`config.mk`:
```
export PLATFORM = sky130hd
export DESIGN_NAME = shot_turn_sequencer_flat
export DESIGN_NICKNAME = d
export VERILOG_FILES = /design/src/rtl/shot_turn_sequencer_if.sv /design/src/rtl/shot_turn_sequencer.sv /design/src/flat_wrapper.sv
export SDC_FILE = /design/constraint.sdc
export NUM_CORES = 1
export LEC_CHECK = 0
export BUFFER_PORTS_ARGS = -buffer_cell sky130_fd_sc_hd__buf_2
export CORE_ASPECT_RATIO = 0.6
export CORE_MARGIN = 5
export CORE_UTILIZATION = 40
export CTS_CLUSTER_SIZE = 30
export DETAILED_ROUTE_END_ITERATION = 12
export SKIP_LAST_GASP = 1
export SYNTH_ARGS = -nofsm -noshare
export SYNTH_HDL_FRONTEND = slang
export SYNTH_SLANG_ARGS = --single-unit
```
`constraint.sdc`:
```
create_clock -name clk -period 4.6 [get_ports clk]
set_input_delay 0.92 -clock clk [delete_from_list [all_inputs] [get_ports clk]]
set_output_delay 0.92 -clock clk [all_outputs]
set_load 0.05 [all_outputs]
```
`src/rtl/shot_turn_sequencer_if.sv`:
```
// Control/status bundle between the game logic and the shot/turn sequencer.
interface shot_turn_sequencer_if #(
  parameter int unsigned NUM_BALLS = 16
) ();
  logic                 startOfFrame;
  logic                 shootKey;
  logic [2:0]           aimDir;
  logic [NUM_BALLS-1:0] ballsMoving;
  logic                 ballPocketed;
  logic                 whitePocketed;
  logic                 chargeWhiteBall;
  logic signed [10:0]   WhiteBall_Xspeed_Charge;
  logic signed [10:0]   WhiteBall_Yspeed_Charge;
  logic [9:0]           shotPower;
  logic [2:0]           state;
  logic                 turnPlayer;
  logic                 respotWhite;
  logic                 forceStop;
  logic [7:0]           shotCount;

  modport master (
    output startOfFrame, shootKey, aimDir, ballsMoving, ballPocketed, whitePocketed,
    input  chargeWhiteBall, WhiteBall_Xspeed_Charge, WhiteBall_Yspeed_Charge, shotPower,
    input  state, turnPlayer, respotWhite, forceStop, shotCount
  );

  modport slave (
    input  startOfFrame, shootKey, aimDir, ballsMoving, ballPocketed, whitePocketed,
    output chargeWhiteBall, WhiteBall_Xspeed_Charge, WhiteBall_Yspeed_Charge, shotPower,
    output state, turnPlayer, respotWhite, forceStop, shotCount
  );
endinterface

```
`src/rtl/shot_turn_sequencer.sv`:
```
// Shot/turn sequencer: aim, charge power, fire the white ball, wait for the table
// to settle (or time out) and decide whose turn is next.
module shot_turn_sequencer #(
  parameter int unsigned NUM_BALLS       = 16,
  parameter int unsigned MAX_SHOT_SPEED  = 512,
  parameter int unsigned SPEED_STEP      = 64,
  parameter int unsigned SETTLE_FRAMES   = 8,
  parameter int unsigned MAX_ROLL_FRAMES = 1023
) (
  input  logic                  clk,
  input  logic                  resetN,
  shot_turn_sequencer_if.slave  bus
);

  typedef enum logic [2:0] {
    StAim     = 3'd0,
    StCharge  = 3'd1,
    StFire    = 3'd2,
    StRolling = 3'd3,
    StTurnEnd = 3'd4
  } state_e;

  localparam int unsigned SettleW   = $clog2(SETTLE_FRAMES + 1);
  localparam int unsigned FrameW    = $clog2(MAX_ROLL_FRAMES + 1);
  localparam logic [10:0] MaxPower  = 11'(MAX_SHOT_SPEED);
  localparam logic [10:0] StepPower = 11'(SPEED_STEP);

  state_e               state_q, state_d;
  logic                 armed_q, armed_d;
  logic [9:0]           power_q, power_d;
  logic [2:0]           dir_q, dir_d;
  logic [SettleW-1:0]   settle_cnt_q, settle_cnt_d;
  logic [FrameW-1:0]    frame_cnt_q, frame_cnt_d;
  logic                 pot_hit_q, pot_hit_d;
  logic                 white_hit_q, white_hit_d;
  logic                 turn_player_q, turn_player_d;
  logic [7:0]           shot_count_q, shot_count_d;
  logic                 force_stop_q, force_stop_d;

  logic [NUM_BALLS-1:0] balls_moving;
  logic                 pot_any, white_any;
  logic [SettleW-1:0]   settle_inc;
  logic [FrameW-1:0]    frame_inc;
  logic [10:0]          power_sum;

  assign balls_moving = bus.ballsMoving;
  // Pulses arriving in the decision cycle itself still count for this turn.
  assign pot_any      = pot_hit_q | bus.ballPocketed;
  assign white_any    = white_hit_q | bus.whitePocketed;
  assign settle_inc   = settle_cnt_q + SettleW'(1);
  assign frame_inc    = frame_cnt_q + FrameW'(1);
  assign power_sum    = {1'b0, power_q} + StepPower;

  always_ff @(posedge clk or negedge resetN) begin
    if (!resetN) begin
      state_q       <= StAim;
      armed_q       <= 1'b0;
      power_q       <= '0;
      dir_q         <= '0;
      settle_cnt_q  <= '0;
      frame_cnt_q   <= '0;
      pot_hit_q     <= 1'b0;
      white_hit_q   <= 1'b0;
      turn_player_q <= 1'b0;
      shot_count_q  <= '0;
      force_stop_q  <= 1'b0;
    end else begin
      state_q       <= state_d;
      armed_q       <= armed_d;
      power_q       <= power_d;
      dir_q         <= dir_d;
      settle_cnt_q  <= settle_cnt_d;
      frame_cnt_q   <= frame_cnt_d;
      pot_hit_q     <= pot_hit_d;
      white_hit_q   <= white_hit_d;
      turn_player_q <= turn_player_d;
      shot_count_q  <= shot_count_d;
      force_stop_q  <= force_stop_d;
    end
  end

  always_comb begin
    state_d       = state_q;
    armed_d       = armed_q;
    power_d       = power_q;
    dir_d         = dir_q;
    settle_cnt_d  = settle_cnt_q;
    frame_cnt_d   = frame_cnt_q;
    pot_hit_d     = pot_hit_q;
    white_hit_d   = white_hit_q;
    turn_player_d = turn_player_q;
    shot_count_d  = shot_count_q;
    force_stop_d  = 1'b0;

    unique case (state_q)
      StAim: begin
        power_d = '0;
        dir_d   = bus.aimDir;
        if (!bus.shootKey) armed_d = 1'b1;
        if (armed_q && bus.startOfFrame && bus.shootKey) begin
          state_d = StCharge;
          power_d = StepPower[9:0];
        end
      end
      StCharge: begin
        if (!bus.shootKey) begin
          state_d = StFire;
        end else if (bus.startOfFrame) begin
          power_d = (power_sum > MaxPower) ? MaxPower[9:0] : power_sum[9:0];
        end
      end
      StFire: begin
        pot_hit_d    = pot_any;
        white_hit_d  = white_any;
        settle_cnt_d = '0;
        frame_cnt_d  = '0;
        state_d      = StRolling;
      end
      StRolling: begin
        pot_hit_d   = pot_any;
        white_hit_d = white_any;
        if (bus.startOfFrame) begin
          frame_cnt_d  = frame_inc;
          settle_cnt_d = (balls_moving == '0) ? settle_inc : '0;
          if (frame_inc == FrameW'(MAX_ROLL_FRAMES)) begin
            force_stop_d = 1'b1;
            state_d      = StTurnEnd;
          end else if ((balls_moving == '0) && (settle_inc == SettleW'(SETTLE_FRAMES))) begin
            state_d = StTurnEnd;
          end
        end
      end
      StTurnEnd: begin
        if (shot_count_q != 8'hFF) shot_count_d = shot_count_q + 8'd1;
        if (!pot_any || white_any) turn_player_d = ~turn_player_q;
        state_d     = StAim;
        armed_d     = 1'b0;
        power_d     = '0;
        pot_hit_d   = 1'b0;
        white_hit_d = 1'b0;
      end
      default: state_d = StAim;
    endcase
  end

  logic               charge_strobe;
  logic               respot;
  logic signed [10:0] x_speed, y_speed;
  logic signed [10:0] p_s, d_s;
  logic [9:0]         diag_mag;

  always_comb begin
    charge_strobe = (state_q == StFire);
    respot        = (state_q == StTurnEnd) && white_any;
    diag_mag      = power_q - {2'b00, power_q[9:2]};
    p_s           = signed'({1'b0, power_q});
    d_s           = signed'({1'b0, diag_mag});
    x_speed       = '0;
    y_speed       = '0;
    // Screen Y grows downward, so "up" directions carry negative Y.
    if (charge_strobe) begin
      unique case (dir_q)
        3'd0: begin x_speed =  p_s;  y_speed = '0;   end
        3'd1: begin x_speed =  d_s;  y_speed = -d_s; end
        3'd2: begin x_speed = '0;    y_speed = -p_s; end
        3'd3: begin x_speed = -d_s;  y_speed = -d_s; end
        3'd4: begin x_speed = -p_s;  y_speed = '0;   end
        3'd5: begin x_speed = -d_s;  y_speed =  d_s; end
        3'd6: begin x_speed = '0;    y_speed =  p_s; end
        3'd7: begin x_speed =  d_s;  y_speed =  d_s; end
        default: begin x_speed = '0; y_speed = '0; end
      endcase
    end
  end

  assign bus.chargeWhiteBall         = charge_strobe;
  assign bus.WhiteBall_Xspeed_Charge = x_speed;
  assign bus.WhiteBall_Yspeed_Charge = y_speed;
  assign bus.shotPower               = power_q;
  assign bus.state                   = state_q;
  assign bus.turnPlayer              = turn_player_q;
  assign bus.respotWhite             = respot;
  assign bus.forceStop               = force_stop_q;
  assign bus.shotCount               = shot_count_q;

endmodule

```
`src/flat_wrapper.sv`:
```
// flat-port wrapper written by rule: the top's interface ports become plain ports
module shot_turn_sequencer_flat 
#(
  parameter int unsigned NUM_BALLS       = 16,
  parameter int unsigned MAX_SHOT_SPEED  = 512,
  parameter int unsigned SPEED_STEP      = 64,
  parameter int unsigned SETTLE_FRAMES   = 8,
  parameter int unsigned MAX_ROLL_FRAMES = 1023
)
  (clk, resetN, bus_startOfFrame, bus_shootKey, bus_aimDir, bus_ballsMoving, bus_ballPocketed, bus_whitePocketed, bus_chargeWhiteBall, bus_WhiteBall_Xspeed_Charge, bus_WhiteBall_Yspeed_Charge, bus_shotPower, bus_state, bus_turnPlayer, bus_respotWhite, bus_forceStop, bus_shotCount);
  shot_turn_sequencer_if #(.NUM_BALLS(NUM_BALLS)) bus_i ();
  input  logic clk;
  input  logic resetN;
  input wire logic [$bits(bus_i.startOfFrame)-1:0] bus_startOfFrame;
  input wire logic [$bits(bus_i.shootKey)-1:0] bus_shootKey;
  input wire logic [$bits(bus_i.aimDir)-1:0] bus_aimDir;
  input wire logic [$bits(bus_i.ballsMoving)-1:0] bus_ballsMoving;
  input wire logic [$bits(bus_i.ballPocketed)-1:0] bus_ballPocketed;
  input wire logic [$bits(bus_i.whitePocketed)-1:0] bus_whitePocketed;
  output wire logic [$bits(bus_i.chargeWhiteBall)-1:0] bus_chargeWhiteBall;
  output wire logic [$bits(bus_i.WhiteBall_Xspeed_Charge)-1:0] bus_WhiteBall_Xspeed_Charge;
  output wire logic [$bits(bus_i.WhiteBall_Yspeed_Charge)-1:0] bus_WhiteBall_Yspeed_Charge;
  output wire logic [$bits(bus_i.shotPower)-1:0] bus_shotPower;
  output wire logic [$bits(bus_i.state)-1:0] bus_state;
  output wire logic [$bits(bus_i.turnPlayer)-1:0] bus_turnPlayer;
  output wire logic [$bits(bus_i.respotWhite)-1:0] bus_respotWhite;
  output wire logic [$bits(bus_i.forceStop)-1:0] bus_forceStop;
  output wire logic [$bits(bus_i.shotCount)-1:0] bus_shotCount;
  assign bus_i.startOfFrame = bus_startOfFrame;
  assign bus_i.shootKey = bus_shootKey;
  assign bus_i.aimDir = bus_aimDir;
  assign bus_i.ballsMoving = bus_ballsMoving;
  assign bus_i.ballPocketed = bus_ballPocketed;
  assign bus_i.whitePocketed = bus_whitePocketed;
  assign bus_chargeWhiteBall = bus_i.chargeWhiteBall;
  assign bus_WhiteBall_Xspeed_Charge = bus_i.WhiteBall_Xspeed_Charge;
  assign bus_WhiteBall_Yspeed_Charge = bus_i.WhiteBall_Yspeed_Charge;
  assign bus_shotPower = bus_i.shotPower;
  assign bus_state = bus_i.state;
  assign bus_turnPlayer = bus_i.turnPlayer;
  assign bus_respotWhite = bus_i.respotWhite;
  assign bus_forceStop = bus_i.forceStop;
  assign bus_shotCount = bus_i.shotCount;
  shot_turn_sequencer #(.NUM_BALLS(NUM_BALLS), .MAX_SHOT_SPEED(MAX_SHOT_SPEED), .SPEED_STEP(SPEED_STEP), .SETTLE_FRAMES(SETTLE_FRAMES), .MAX_ROLL_FRAMES(MAX_ROLL_FRAMES)) u_core (.clk(clk), .resetN(resetN), .bus(bus_i));
endmodule
```
==> results.toml, run 1 <==
[sta]
hold_viol = 0
setup_slack_ps = 694
slew_viol_final = 0
period_needed_ps = 3910
finalSetupViolations = 0
setup_tns_ps = 0
max_freq_ghz = 0.256
tightest_slew_ps = 849
finalCritPeriodShare_pct = 84.9
max_slew_margin_pct = 43.4
rsz0062_at_grt = "false"
skew_ps = 7.00

[synth]
synth-compound-area-share_pct = 18.4
synth_warnings = 0
synthCells = 335
synth.distinct_cells = 56
ys_seq_area_share_pct = 33.2
synth-edff-count = 0
syn_area_sq_um = 2790
synth.avg_cell_area_sq_um = 8.32
yosysMostFrequentCell = "dfrtp_1"
synth.area.mux_share_pct = 3.41
synth_area_leaders = "dfrtp_1 33%, o21ai_0 5.9%, xnor2_1 5.7%"
ys_ff_latch = 37
synth_top_area_share_pct = 33.2
yosys.area_share.simple_pct = 24.1
synth_xor_area_share_pct = 7.86
yosys-top-cells-count = "37 x dfrtp_1, 36 x nor2_1, 33 x o21ai_0"
yosysTopAreaCell = "dfrtp_1"
synth_top_family_by_area = "simple AND/OR/NAND/NOR gates"
synthArstFlopShare_pct = 100
synth_fa_ha_area_share_pct = 5.39
ys.flop_type = "dfrtp_1"

[clock_network]
numClockSinks = 37
cts_hold_buf = 0
cts_buffer_depth = 2
postCtsSetupBuffers = 0
cts_made_buffers = 5
path_clk_slew_ps = 60
cts_tree = "yes"
clk_latency_ps = 280
cts_root_buf = "clkbuf_16"
cts_resized = 0
cts_max_level = 2

[critical_path]
cp-end-kind = "primary output"
cpMostUsedCell = "xnor2_1"
reg2reg_depth = 6
cp-startpoint = "u_core.bus.shotPower[6]$_DFFE_PN0P_"
worst-r2r-setup-slack_ps = 2290
slowest_stage = "dfrtp_1"
crit_required_ps = 3680
path_max_fanout = 11
arrival_ps = 2990
r2r_end = "u_core.settle_cnt_q[2]$_DFFE_PN0P_"
path_cells = "inv_1, ha_1, xnor2_1, and3_1, nor4b_2, xnor2_1, o32ai_1, buf_2"
critPathLaunchType = "flip-flop"
critPathMaxStageDelay_ps = 530
cpLargestDelayFamily = "simple AND/OR/NAND/NOR gates"
path_class = "flip-flop to primary output"
crit-reg2reg-launch = "u_core.bus.state[1]$_DFFE_PN0P_"
cp_num_buf_inv = 2

[place]
hpwl_mm = 5.31
pre_cts_slack_ps = 1030
place.port_buffers = 57
place.gp.congestion = 0.839

[route]
drtPass1Iterations = 4
wl_met1_mm = 3.70
wl_met2_mm = 3.07
vias = 2561
ant_nets = 0
met3WireLength_um = 353
remaining_drc_errors = 0
top_layer_used = "met4"
routed_wl_mm = 7.18
initialDrtViolationCount = 187
wl_per_cell_um = 15.2
via_per_inst = 5.43

[power_and_ir_drop]
sw_frac_of_total_pct = 54.0
seqPwrFrac_pct = 22.4
leakage_uw = 0.00147
p_int_uw = 1170
switchingPower_uw = 1380
pwr-share-comb_pct = 62.0
power_frac_clock_pct = 15.6
irDropWorstVdd_uv = 345
power.density_nw_per_um2 = 788

[cells_and_area]
diodes = 0
nets = 421
syn_to_final_growth_pct = 16.2
drive_above_1_share_pct = 20.3

[floorplanning]
coreArea_sq_um = 6730
fp-row-count = 23
die_y_um = 74.7
die_w_um = 118
die-area_sq_um = 8790
io_pins = 72
start_util_pct = 41.4

[min_path]
whs_endpoint = "u_core.bus.turnPlayer$_DFFE_PN0P_"
hold_path.startpoint = "u_core.bus.turnPlayer$_DFFE_PN0P_"
hold_depth = 1
hp-class = "flip-flop to flip-flop"

[status]
status = "finished clean"

[global_routing]
track_usage_pct = 16.2
antenna_found_initial = 0
grt_remaining_overflow = 0
grt_pass1_wl_mm = 11.8
grt_pass1_vias = 2382
grt_start_max_net_pins = 38

[run]
maxCapViolCount = 0
## layout make-up
| type | count | area, sq um |
|---|---|---|
| flip-flops and latches | 37 | 926 |
| clock inverters | 1 | 30.0 |
| well taps | 87 | 109 |
| fillers | 665 | 3500 |
| clock buffers | 7 | 143 |
| multi-input cells | 271 | 1700 |
| inverters | 12 | 45.0 |
| repair buffers | 57 | 285 |
## cells in the final DEF, fill, tap and decap left out, types with 3 or more instances in the layout
cell	Yosys	final
and2_1	3	3
nand2_1	23	23
nand4_1	8	8
clkbuf_16	0	5
a31oi_1	3	3
xor2_1	7	7
nor4_1	4	4
xnor2_1	18	18
o21ai_0	33	33
a21oi_1	18	18
ha_1	12	12
mux2i_1	5	5
and3_1	6	6
nand2b_1	4	4
nand3_1	19	19
o31ai_1	6	6
nor2_1	36	36
buf_2	5	57
dfrtp_1	37	37
inv_1	10	10
mux2_2	4	4
nor2b_1	3	3
conb_1	1	14
nor3_1	8	8
## how the worst max path moves through the flow
stage | end | slack, ps | cells past startpoint
2_1_floorplan | bus_WhiteBall_Xspeed_Charge[8] | 230 | 9
3_3_place_gp | bus_WhiteBall_Xspeed_Charge[10] | 1090 | 9
3_5_place_dp | bus_WhiteBall_Xspeed_Charge[10] | 1030 | 9
4_1_cts | bus_WhiteBall_Xspeed_Charge[10] | 720 | 9
5_1_grt | bus_WhiteBall_Xspeed_Charge[9] | 460 | 8
6_report | bus_WhiteBall_Xspeed_Charge[9] | 690 | 8
## registers in the layout, indices dropped and copies added, names as in the netlist
register / count
u_core.bus.shotPower: 4
u_core.bus.turnPlayer: 1
u_core.armed_q: 1
u_core.frame_cnt_q: 10
u_core.pot_hit_q: 1
u_core.dir_q: 3
u_core.bus.forceStop: 1
u_core.settle_cnt_q: 4
u_core.white_hit_q: 1
u_core.bus.state: 3
u_core.bus.shotCount: 8
## stage by stage
step                std cells  hold WS [ps]  total power (uW)  cell area, sq um  util [%]
detailed placement        464           470              2140              3070      45.5
finish                    472           481              2550              3240      48.1
global placement          464           460              2140              3070      45.5
global route              472           519              2730              3240      48.1
CTS                       472           483              2550              3240      48.1
floorplan                 348           456              1810              2840         -
## power groups by stage
stage	sequential, uW	clock, uW	combinational (uW)
2_1_floorplan	591	0	1220
3_3_place_gp	572	0	1570
3_5_place_dp	570	0	1570
4_1_cts	566	403	1580
5_1_grt	590	418	1720
6_report	571	399	1580
## logic make-up (layout without fill, tap and decap cells)
| logic type | after synthesis | count (layout) |
|---|---|---|
| AO/OA/AOI/OAI | 82 | 82 |
| multiplexers | 9 | 9 |
| flip-flops | 37 | 37 |
| XOR/XNOR | 25 | 25 |
| other | 1 | 14 |
| buffers and inverters | 40 | 77 |
| AND/OR/NAND/NOR | 129 | 129 |
| adder cells (fa/ha/maj) | 12 | 12 |
## layer usage
metal	GRT usage, %	vias up
met1	24.4	1219
met2	24.6	62
li1	-	1272
met3	3.53	8
met4	2.67	0
met5	0	-
No activity file was read; power rests on OpenSTA's default activity.
==> inputs of run 2 (changes only) <==
==> constraint.sdc (replaced) <==
create_clock -name clk -period 3.9 [get_ports clk]
set_input_delay 0.78 -clock clk [delete_from_list [all_inputs] [get_ports clk]]
set_output_delay 0.78 -clock clk [all_outputs]
set_load 0.05 [all_outputs]
==> run 2 against run 1 <==
Count of clock-buffer cells in the layout decreased by 2; register-to-register slack got worse by 580 ps; non-clock buffer count increased by 4; wire length decreased by 0.33%; critical path type unchanged.
==> results.toml, run 2 (synthesis results as in run 1) <==
[status]
status = "finished clean"

[cells_and_area]
final_common_cell = "buf_2"
largest_reg_flops = 10
final_area_sq_um = 3260
layout_common_cells = "57 x buf_2, 36 x nor2_1, 36 x dfrtp_1"
syn_to_final_growth_pct = 17.0
diodes = 0
regMostFlops = "u_core.frame_cnt_q"
instances_no_fill = 476
nets = 425
drive_above_1_share_pct = 22.4
nFillCells = 664

[route]
routed_wl_mm = 7.16
via_per_inst = 5.35
wl_per_cell_um = 15.0
remaining_drc_errors = 0
vias = 2545
ant_nets = 0
drtPass1Iterations = 4
initialDrtViolationCount = 130

[critical_path]
cpLargestDelayFamily = "compound AO/OA/AOI/OAI gates"
slowest_stage = "dfrtp_2"
crit-reg2reg-launch = "u_core.bus.state[0]$_DFFE_PN0P_"
worst-r2r-setup-slack_ps = 1710
path_cells = "inv_2, ha_1, or3b_1, a211oi_4, nor2_2, a31o_1, a21oi_1, a21o_1, buf_2"
cp-end-kind = "primary output"
arrival_ps = 2910
r2r_end = "u_core.frame_cnt_q[8]$_DFFE_PN0P_"
crit_required_ps = 3120
cp-startpoint = "u_core.bus.shotPower[8]$_DFFE_PN0P_"
cp_num_buf_inv = 2
path_max_fanout = 8
critPathLaunchType = "flip-flop"
path_class = "flip-flop to primary output"
reg2reg_depth = 7
critPathMaxStageDelay_ps = 450

[sta]
setup_slack_ps = 206
finalSetupViolations = 0
period_needed_ps = 3690
skew_ps = 3.94
finalCritPeriodShare_pct = 94.7
rsz0062_at_grt = "true"
max_slew_margin_pct = 43.8
hold_ws_ps = 475
max_freq_ghz = 0.271
tightest_slew_ps = 843
hold_viol = 0
slew_viol_final = 0

[min_path]
hold_path.startpoint = "u_core.bus.turnPlayer$_DFFE_PN0P_"
hp-class = "flip-flop to flip-flop"
whs_endpoint = "u_core.bus.turnPlayer$_DFFE_PN0P_"
hold_depth = 1

[power_and_ir_drop]
pwr-share-comb_pct = 65.4
sw_frac_of_total_pct = 55.4
leakage_uw = 0.00148
power.density_nw_per_um2 = 917
total_power_uw = 2990
seqPwrFrac_pct = 21.5
irDropWorstVdd_uv = 494
switchingPower_uw = 1660
p_int_uw = 1330
power_frac_clock_pct = 13.1

[clock_network]
cts_root_buf = "clkbuf_16"
numClockSinks = 37
cts_tree = "yes"
cts_hold_buf = 0
path_clk_slew_ps = 50
cts_max_level = 2
cts_made_buffers = 5
clk_latency_ps = 280
cts_buffer_depth = 2

[global_routing]
grt_pass1_wl_mm = 11.6
grt_start_max_net_pins = 38
grt_remaining_overflow = 0
track_usage_pct = 16.2
grt_pass1_vias = 2338
antenna_found_initial = 0

[floorplanning]
die-area_sq_um = 8790
io_pins = 72
die_y_um = 74.7
coreArea_sq_um = 6730
start_util_pct = 41.4
fp-row-count = 23
die_w_um = 118

[place]
place_area_sq_um = 3110
pre_cts_slack_ps = 434
hpwl_mm = 5.47
numPlacedInstances = 468
place.port_buffers = 57
place.gp.congestion = 0.817

[run]
maxCapViolCount = 0
run 2: area by class of cell:
cell class	count	area [sq um]	area share [%]
flip-flops and latches	37	927	28.4
inverters	12	45.0	1.38
repair buffers	61	315	9.67
multi-input cells	271	1720	52.8
clock buffers	5	125	3.84
well taps	87	109	3.34
clock inverters	3	17.5	0.537
run 2: what timing repair did:
item,CTS,global route
resized for setup,0,2
setup endpoints to repair,0,2
setup buffers,0,0
run 2: how the worst max path moves through the flow:
stage,endpoint,slack (ps),depth (start not counted)
final,bus_WhiteBall_Xspeed_Charge[10],210,9
after global routing,bus_WhiteBall_Xspeed_Charge[9],-20,8
after CTS,bus_WhiteBall_Xspeed_Charge[9],110,8
after detailed placement,bus_WhiteBall_Xspeed_Charge[9],430,8
after global placement,bus_WhiteBall_Xspeed_Charge[10],540,9
after floorplan,bus_WhiteBall_Yspeed_Charge[10],60,8
run 2: worst reg2reg max path: cells and delay by family, from the launching register on:
kind / cells / cell delay, ps
buf+inv: 3 / 480
compound gates: 3 / 990
simple gates: 1 / 120
flops: 1 / 510
run 2: through the flow:
stage | utilization [%] | TNS [ps]
finish | 48.4 | 0
global route | 48.4 | -20.5
CTS | 48.3 | 0
detailed placement | 46.2 | 0
global placement | 46.2 | 0
floorplan | - | 0
run 2: power by group through the flow:
stage	combinational (uW)	clock [uW]	sequential [uW]
after global routing	2120	415	665
after global placement	1910	0	646
after detailed placement	1930	0	647
after CTS	1940	398	641
after floorplan	1460	0	697
final	1960	392	644
run 2: layer usage:
metal  vias up  track usage (%)  part of all wire (%)
li1       1282                -                     -
met1      1183             24.7                    50
met2        75             24.1                    43
met3         5             3.30                   7.1
met4         0             2.67                  0.52
met5         -                0                     0
==> inputs of run 3 (changes only) <==
--- a/config.mk
+++ b/config.mk
@@ -8,9 +8,10 @@
 export BUFFER_PORTS_ARGS = -buffer_cell sky130_fd_sc_hd__buf_2
 export CORE_ASPECT_RATIO = 0.6
 export CORE_MARGIN = 5
-export CORE_UTILIZATION = 40
+export CORE_UTILIZATION = 54
 export CTS_CLUSTER_SIZE = 30
 export DETAILED_ROUTE_END_ITERATION = 12
+export PLACE_DENSITY = 0.81
 export SKIP_LAST_GASP = 1
 export SYNTH_ARGS = -nofsm -noshare
 export SYNTH_HDL_FRONTEND = slang
==> run 3 against run 2 <==
First-iteration DRC count grew 67%; sequential cell count stayed put; global-route usage grew 5.8 points; utilization is 16 points higher; clock power grew 1%; critical endpoint is now bus_WhiteBall_Xspeed_Charge[9].
==> results.toml, run 3 (synthesis results as in run 1) <==
[run]
maxCapViolCount = 0

[min_path]
hp-class = "flip-flop to flip-flop"
hold_path.startpoint = "u_core.bus.turnPlayer$_DFFE_PN0P_"

[sta]
max_freq_ghz = 0.269
setup_tns_ps = 0
skew_ps = 2.52
rsz0062_at_grt = "false"
hold_viol = 0
setup_slack_ps = 186
tightest_slew_ps = 807
slew_viol_final = 0
period_needed_ps = 3710
finalSetupViolations = 0
max_slew_margin_pct = 46.2
finalCritPeriodShare_pct = 95.2

[global_routing]
grt_remaining_overflow = 0
grt_pass1_wl_mm = 11.8
use_met2_pct = 33.0
grt_start_max_net_pins = 38
busiest_layer = "met1"
antenna_found_initial = 0
met3_usage_pct = 4.35
track_usage_pct = 22.0
gr-usage-met1_pct = 33.2
grt_pass1_vias = 2440

[route]
wl_per_cell_um = 15.4
remaining_drc_errors = 0
routed_wl_mm = 7.08
ant_nets = 0
drtPass1Iterations = 5
via_per_inst = 5.73
vias = 2629
initialDrtViolationCount = 217

[critical_path]
crit-reg2reg-launch = "u_core.frame_cnt_q[0]$_DFFE_PN0P_"
arrival_ps = 2930
cp_num_buf_inv = 3
critPathMaxStageDelay_ps = 460
cp-startpoint = "u_core.bus.shotPower[8]$_DFFE_PN0P_"
cpLargestDelayFamily = "compound AO/OA/AOI/OAI gates"
slowest_stage = "dfrtp_2"
worst-r2r-setup-slack_ps = 1670
r2r_end = "u_core.bus.state[0]$_DFFE_PN0P_"
cp-end-kind = "primary output"
cp.depth = 9
path_cells = "inv_2, ha_1, or3b_1, a211oi_4, buf_4, nor4b_2, xnor2_1, o32ai_2, buf_2"
crit_required_ps = 3120
path_class = "flip-flop to primary output"
path_max_fanout = 8
reg2reg_depth = 7
critPathLaunchType = "flip-flop"
crit_end = "bus_WhiteBall_Xspeed_Charge[9]"

[cells_and_area]
instances_no_fill = 459
diodes = 0
nets = 429
syn_to_final_growth_pct = 16.5
largest_reg_flops = 10
final_common_cell = "buf_2"
drive_above_1_share_pct = 22.9
layout_common_cells = "57 x buf_2, 36 x nor2_1, 36 x dfrtp_1"
regMostFlops = "u_core.frame_cnt_q"

[power_and_ir_drop]
power_frac_clock_pct = 12.9
p_int_uw = 1410
sw_frac_of_total_pct = 54.3
power.density_nw_per_um2 = 947
pwr-share-comb_pct = 66.1
total_power_uw = 3080
irDropWorstVdd_uv = 457
leakage_uw = 0.00149
seqPwrFrac_pct = 21.0
switchingPower_uw = 1670

[place]
hpwl_mm = 5.29
pre_cts_slack_ps = 394
numPlacedInstances = 447
place.port_buffers = 57
place.gp.congestion = 0.919

[clock_network]
path_clk_slew_ps = 80
cts_max_level = 2
cts_root_buf = "clkbuf_8"
cts_hold_buf = 0
cts_buffer_depth = 2
numClockSinks = 37
cts_made_buffers = 5
cts_tree = "yes"
clk_latency_ps = 290

[floorplanning]
io_pins = 72
die_w_um = 103
fp-row-count = 20
coreArea_sq_um = 5030
die_y_um = 65.6
start_util_pct = 55.4
die-area_sq_um = 6740

[status]
status = "finished clean"
==> run 3: cell count changes in the layout (fill, tap and decap cells not counted) <==
| cell | delta |
|---|---|
| clkinvlp_4 | -1 |
| clkbuf_8 | +5 |
| xnor2_2 | -1 |
| bufinv_16 | +2 |
| buf_4 | +4 |
| clkbuf_16 | -5 |
| clkinv_2 | -1 |
| xnor2_1 | +1 |
==> run 3: worst min path at each step <==
| stage | endpoint | slack [ps] | depth (start not counted) |
|---|---|---|---|
| 4_1_cts | u_core.bus.turnPlayer$_DFFE_PN0P_ | 480 | 1 |
| 5_1_grt | u_core.armed_q$_DFFE_PN0P_ | 520 | 1 |
| 6_report | u_core.bus.turnPlayer$_DFFE_PN0P_ | 480 | 1 |
| 3_3_place_gp | u_core.bus.turnPlayer$_DFFE_PN0P_ | 460 | 1 |
| 2_1_floorplan | u_core.armed_q$_DFFE_PN0P_ | 460 | 1 |
| 3_5_place_dp | u_core.bus.turnPlayer$_DFFE_PN0P_ | 460 | 1 |
==> run 3: power groups by stage <==
stage               Sequential (uW)  Combinational [uW]  Clock, uW
floorplan                       697                1460          0
global placement                636                1890          0
detailed placement              649                1940          0
CTS                             642                1950        400
global route                    670                2200        422
finish                          647                2030        396
==> run 3: repair_timing <==
item / CTS / global route
resized for setup: 0 / 1
endpoints found under the setup margin: 0 / 2
buffers inserted: 0 / 4
==> run 3: cell type report <==
class	instances	area, sq um
multi-input combinational	271	1710
inverter	12	45.0
clock inverter	3	65.1
clock buffer	5	68.8
sequential	37	927
fill	429	1780
tap	66	82.6
timing repair buffer	65	345
==> run 3: metrics by stage <==
step / hold WS [ps] / util (%) / instance area (sq um)
after floorplan: 456 / - / 2850
after global placement: 460 / 61.3 / 3080
after detailed placement: 461 / 61.3 / 3080
after CTS: 482 / 63.9 / 3220
after global routing: 516 / 64.6 / 3250
final: 479 / 64.6 / 3250
==> run 3: per-layer routing <==
layer / up-vias / wire [um]
li1: 1285 / -
met1: 1244 / 3420
met2: 90 / 3110
met3: 10 / 493
met4: 0 / 57
met5: - / 0
